===== src/rtl/controle_painel_pkg.sv =====
// Shared types, universal-register mode codes and the scrolling message table.
package controle_painel_pkg;

  typedef enum logic [1:0] {
    ST_IDLE   = 2'd0,
    ST_LOAD   = 2'd1,
    ST_RUN    = 2'd2,
    ST_PAUSED = 2'd3
  } state_t;

  localparam logic [1:0] MODE_HOLD = 2'b00;
  localparam logic [1:0] MODE_SHR  = 2'b01;
  localparam logic [1:0] MODE_SHL  = 2'b10;
  localparam logic [1:0] MODE_LOAD = 2'b11;

  // Indexed TABLE[msg][frame]; each row lists frames 3..0 left to right.
  localparam logic [3:0][3:0][15:0] TABLE = {
    {16'h0FF0, 16'hF00F, 16'h3C3C, 16'hC3C3},
    {16'hB3F3, 16'hB2F2, 16'hB1F1, 16'hB0F0},
    {16'hA004, 16'hA003, 16'hA002, 16'hA001},
    {16'h4444, 16'h3333, 16'h2222, 16'h1111}
  };

  function automatic logic [15:0] msg_word(input logic [1:0] msg, input logic [1:0] frame);
    return TABLE[msg][frame];
  endfunction

endpackage


===== src/rtl/controle_painel_divisor_tick.sv =====
// Shift-tick divider: counts 0..TICK_DIV-1, flags the terminal count, holds while frozen.
module divisor_tick #(
  parameter int TICK_DIV = 50000000
) (
  input  logic clk,
  input  logic rst,
  input  logic clear,
  input  logic freeze,
  output logic tick
);

  localparam int CW = $clog2(TICK_DIV);
  localparam logic [CW-1:0] LAST = CW'(TICK_DIV - 1);

  logic [CW-1:0] cnt_r;

  // Divider counter with clear over freeze, wrapping at the terminal count.
  always_ff @(posedge clk) begin
    if (rst) begin
      cnt_r <= '0;
    end else if (clear) begin
      cnt_r <= '0;
    end else if (freeze) begin
      cnt_r <= cnt_r;
    end else if (cnt_r == LAST) begin
      cnt_r <= '0;
    end else begin
      cnt_r <= cnt_r + {{(CW-1){1'b0}}, 1'b1};
    end
  end

  assign tick = (cnt_r == LAST);

endmodule


===== src/rtl/controle_painel.sv =====
// Scrolling-panel controller: loads message frames into a 16-bit universal
// register and paces its shifts from the tick divider.
module controle_painel
  import controle_painel_pkg::*;
#(
  parameter int TICK_DIV         = 50000000,
  parameter int SHIFTS_PER_FRAME = 16
) (
  input  logic        clk,
  input  logic        rst,
  input  logic        start,
  input  logic        stop,
  input  logic        pause,
  input  logic        dir,
  input  logic [1:0]  msg_sel,
  output logic        ch0,
  output logic        ch1,
  output logic [15:0] cadeiaDeBits,
  output logic        busy,
  output logic        frame_done
);

  localparam int SW = (SHIFTS_PER_FRAME > 1) ? $clog2(SHIFTS_PER_FRAME) : 1;
  localparam logic [SW-1:0] SHIFT_LAST = SW'(SHIFTS_PER_FRAME - 1);

  state_t        state_r;
  logic [SW-1:0] shift_cnt_r;
  logic [1:0]    frame_r;
  logic [1:0]    msg_r;
  logic [15:0]   word_r;

  logic       tick_s;
  logic       tick_ok_s;
  logic       last_shift_s;
  logic       div_clear_s;
  logic       div_freeze_s;
  logic [1:0] frame_next_s;
  logic [1:0] mode_s;

  assign div_clear_s  = (state_r == ST_LOAD);
  assign div_freeze_s = (state_r != ST_RUN) || pause || stop;
  // A tick only becomes a shift when nothing with higher priority claims the cycle.
  assign tick_ok_s    = (state_r == ST_RUN) && tick_s && !pause && !stop && !rst;
  assign last_shift_s = tick_ok_s && (shift_cnt_r == SHIFT_LAST);
  assign frame_next_s = frame_r + 2'd1;

  divisor_tick #(.TICK_DIV(TICK_DIV)) u_div (
    .clk    (clk),
    .rst    (rst),
    .clear  (div_clear_s),
    .freeze (div_freeze_s),
    .tick   (tick_s)
  );

  // Control FSM with frame index, shift counter and latched load word.
  always_ff @(posedge clk) begin
    if (rst) begin
      state_r     <= ST_IDLE;
      shift_cnt_r <= '0;
      frame_r     <= 2'd0;
      msg_r       <= 2'd0;
      word_r      <= 16'h0000;
    end else if (stop) begin
      state_r <= ST_IDLE;
    end else begin
      case (state_r)
        ST_IDLE: begin
          if (start) begin
            msg_r   <= msg_sel;
            frame_r <= 2'd0;
            word_r  <= msg_word(msg_sel, 2'd0);
            state_r <= ST_LOAD;
          end
        end
        ST_LOAD: begin
          shift_cnt_r <= '0;
          state_r     <= ST_RUN;
        end
        ST_RUN: begin
          if (pause) begin
            state_r <= ST_PAUSED;
          end else if (last_shift_s) begin
            shift_cnt_r <= '0;
            frame_r     <= frame_next_s;
            word_r      <= msg_word(msg_r, frame_next_s);
            state_r     <= ST_LOAD;
          end else if (tick_ok_s) begin
            shift_cnt_r <= shift_cnt_r + {{(SW-1){1'b0}}, 1'b1};
          end
        end
        ST_PAUSED: begin
          if (!pause) begin
            state_r <= ST_RUN;
          end
        end
        default: state_r <= ST_IDLE;
      endcase
    end
  end

  // Mode decode; the shift mode must react to pause/stop in the tick cycle itself.
  always_comb begin
    mode_s = MODE_HOLD;
    if (rst) begin
      mode_s = MODE_HOLD;
    end else begin
      case (state_r)
        ST_LOAD: mode_s = MODE_LOAD;
        ST_RUN: begin
          if (tick_ok_s) begin
            mode_s = dir ? MODE_SHL : MODE_SHR;
          end else begin
            mode_s = MODE_HOLD;
          end
        end
        default: mode_s = MODE_HOLD;
      endcase
    end
  end

  assign {ch1, ch0}   = mode_s;
  assign cadeiaDeBits = word_r;
  assign busy         = (state_r != ST_IDLE);
  assign frame_done   = last_shift_s;

endmodule


===== config.mk =====
export PLATFORM = sky130hd
export DESIGN_NAME = controle_painel
export DESIGN_NICKNAME = d
export VERILOG_FILES = /design/src/rtl/controle_painel_pkg.sv /design/src/rtl/controle_painel_divisor_tick.sv /design/src/rtl/controle_painel.sv
export SDC_FILE = /design/constraint.sdc
export NUM_CORES = 1
export LEC_CHECK = 0
export BUFFER_PORTS_ARGS = -buffer_cell sky130_fd_sc_hd__buf_2
export CAP_MARGIN = 20
export CORE_MARGIN = 3
export CORE_UTILIZATION = 52
export CTS_BUF_LIST = sky130_fd_sc_hd__clkbuf_16
export DETAILED_ROUTE_END_ITERATION = 10
export MAX_ROUTING_LAYER = met4
export PLACE_DENSITY = 0.68
export SLEW_MARGIN = 20
export SYNTH_ARGS = -nofsm -noshare
export SYNTH_HDL_FRONTEND = slang
export SYNTH_SLANG_ARGS = --single-unit

===== constraint.sdc =====
create_clock -name clk -period 4.1 [get_ports clk]
set_input_delay 0.41 -clock clk [delete_from_list [all_inputs] [get_ports clk]]
set_output_delay 0.41 -clock clk [all_outputs]
set_load 0.05 [all_outputs]

==> run summary <==
FF-to-FF End - u_div.cnt_r[5]
Clk pwr share - 0.387
Setup crit start - state_r[0]
Max Buffers Root-to-Sink - 2
ant diodes - 0
Most used DFF post-synth - dfxtp_1
Final Max Tran Viols - 0
min-delay worst type - in2reg
htree depth - 2
I/O pin cnt - 28
Detail Route Antenna Nets - 0
GR Overflow Total - 0
Sw Pwr - 252 uW
Initial Utilization - 0.558
CP arrival - 2.64 ns
Hold Crit Depth - 2
setup_tns - 0 ns
core area - 5340 um^2
Post-Syn Area - 2980 um^2
reported max-cap violation count - 0
Synth top area share - 0.349
Avg Cell Area, Syn - 8.07 um^2
R2R Setup Slk - 1.33 ns
critical path type - reg2out
clock-pin slew on the worst setup and hold paths - 0.06 ns
FF+latch count, synth - 52
drt first pass iters - 4
fin nets - 411
FF-to-FF Start - state_r[0]
first-pass GRT wire length - 11.5 mm
slew of the pin with the lowest slew margin - 0.887 ns
Die W - 81.7 um
setup ws final - 1.05 ns
pin count of the biggest net entering global routing - 31
min Tclk post-route - 3.05 ns
Final setup viols - 0
die span in y - 81.7 um
FP Rows - 26
Residual DRC - 0
Net Count, Synth - 393
Hold Fails Final Rpt - 0
layout cell share with drive strength beyond 1 - 0.116
dominant cells by area after synthesis - dfxtp_1 (35%), ha_1 (6.7%), nor2_1 (5.3%)
Async SR Flop Fraction - 0
CTS tree - done
Final Util - 0.615
Post-Synthesis Cells - 369
routability-driven placement congestion ratio - 0.903
P&R area growth vs syn - 10.1%
slew margin rel. - 0.409
RSZ-0062 raised after global routing - false
Setup crit end - ch1
vias in the first global route - 2368
initial DRC count - 190
initial antenna violation count - 0
power density cells - 310 nW/um^2
all-layer global routing usage - 0.227
Crit. End Element - output port
yosys warns - 0
R2R cell count - 7
VDD IR max - 0.180 mV
total die area - 6670 um^2
final wirelength - 6.86 mm
# Post-CTS Setup Buffers - 0
sequential share of the synthesized area - 0.349
leakage - 0.00120 uW
Setup crit start kind - flip-flop
vias per std cell - 5.93
switching share of power - 0.248
Max Freq - 0.328 GHz
Worst Path Max Fanout - 6
Hold-fix buffers, CTS - 0
drt wl/cell - 15.0 um
Skew-Pair Late Insertion Delay - 0.28 ns
status - finished clean
Internal Dissipation - 764 uW
Root Buffer - clkbuf_16
Comb power frac - 0.103
synth unique cells - 51
# port buffers - 27
clock skew - 0.00584 ns
Num Clock Sinks - 52
Critical Path RT - 3.69 ns
post-CTS resize count - 0
cell taking the most area after synthesis - dfxtp_1
clock buffer count from CTS - 5
detailed placement HPWL - 5.00 mm
Tcrit/Tclk final - 0.744
count leader, synth - dfxtp_1
Non-Filler Instances - 458
placed instance count - 450
EDFF count, synth - 0
sequential group share of total power - 0.509
pre-CTS WS - 1.34 ns
Synth top cells by count - dfxtp_1 (52), nor2_1 (42), nand2_1 (30)
routed via count - 2716
## worst max-delay path: stages (launching register included)
cell and delay, ns:
dfxtp_1 0.34, inv_1 0.12, ha_1 0.26, nand4bb_1 0.19, or2_1 0.33, nor3_1 0.47
a21oi_1 0.14, nor3b_1 0.20, buf_2 0.30
## per-layer routing
layer / track usage / wire (um) / vias to the layer above
li1: - / - / 1359
met1: 0.358 / 3530 / 1265
met2: 0.298 / 2810 / 86
met3: 0.0373 / 467 / 6
met4: 0.0465 / 53 / 0
met5: - / 0 / -
## power groups by stage
| stage | Sequential [uW] | Combinational [uW] | Clock, uW |
|---|---|---|---|
| finish | 518 | 105 | 394 |
| global route | 518 | 114 | 431 |
| CTS | 518 | 104 | 409 |
| detailed placement | 529 | 104 | 0 |
| global placement | 529 | 103 | 0 |
| floorplan | 549 | 56.7 | 0 |
## cell families (layout without fill, tap and decap cells)
group           after synthesis  in the layout  synth area share
xor+xnor                     26             26            0.0764
mux                           6              6            0.0260
flops                        52             52             0.349
simple gates                162            162             0.280
fa+ha+maj                    16             16            0.0672
compound gates               77             77             0.160
buf+inv                      30             49            0.0407
## layout by cell type (no fill, tap or decap), drive strengths merged, types with 7 or more instances in the layout
cell    instances
nand2          30
ha             16
nor4            7
buf            29
a21oi          25
inv            13
nand2b          7
nand3          17
dfxtp          52
nor2           43
nand4          14
xor2           13
nor3           10
o21ai          19
xnor2          13
a31oi          10
## state kept, by name, indices dropped and copies added (netlist names)
signal	cells
u_div.cnt_r	26
cadeiaDeBits	16
shift_cnt_r	4
frame_r	2
msg_r	2
state_r	2
## through the flow
step                      cell area [um^2]  power, uW  hold WS [ns]
after floorplan                       2980        606         0.462
after global placement                3140        632         0.456
after detailed placement              3140        633         0.464
after CTS                             3280       1030         0.397
after global routing                  3280       1060         0.412
final                                 3280       1020         0.404
## layout make-up
cell class | instances | area, um^2
Fill cell | 515 | 2050
Tap cell | 70 | 87.6
Multi-Input combinational cell | 287 | 1820
Clock buffer | 5 | 125
Timing Repair Buffer | 29 | 150
Clock inverter | 3 | 15.0
Inverter | 12 | 45.0
Sequential cell | 52 | 1040
## how the worst min path moves through the flow
stage	startpoint	end
floorplan	shift_cnt_r[1]	shift_cnt_r[1]
global placement	cadeiaDeBits[13]	cadeiaDeBits[13]
detailed placement	cadeiaDeBits[3]	cadeiaDeBits[3]
CTS	stop	state_r[1]
global route	stop	state_r[0]
finish	stop	state_r[1]
No activity file was read; power rests on OpenSTA's default activity.
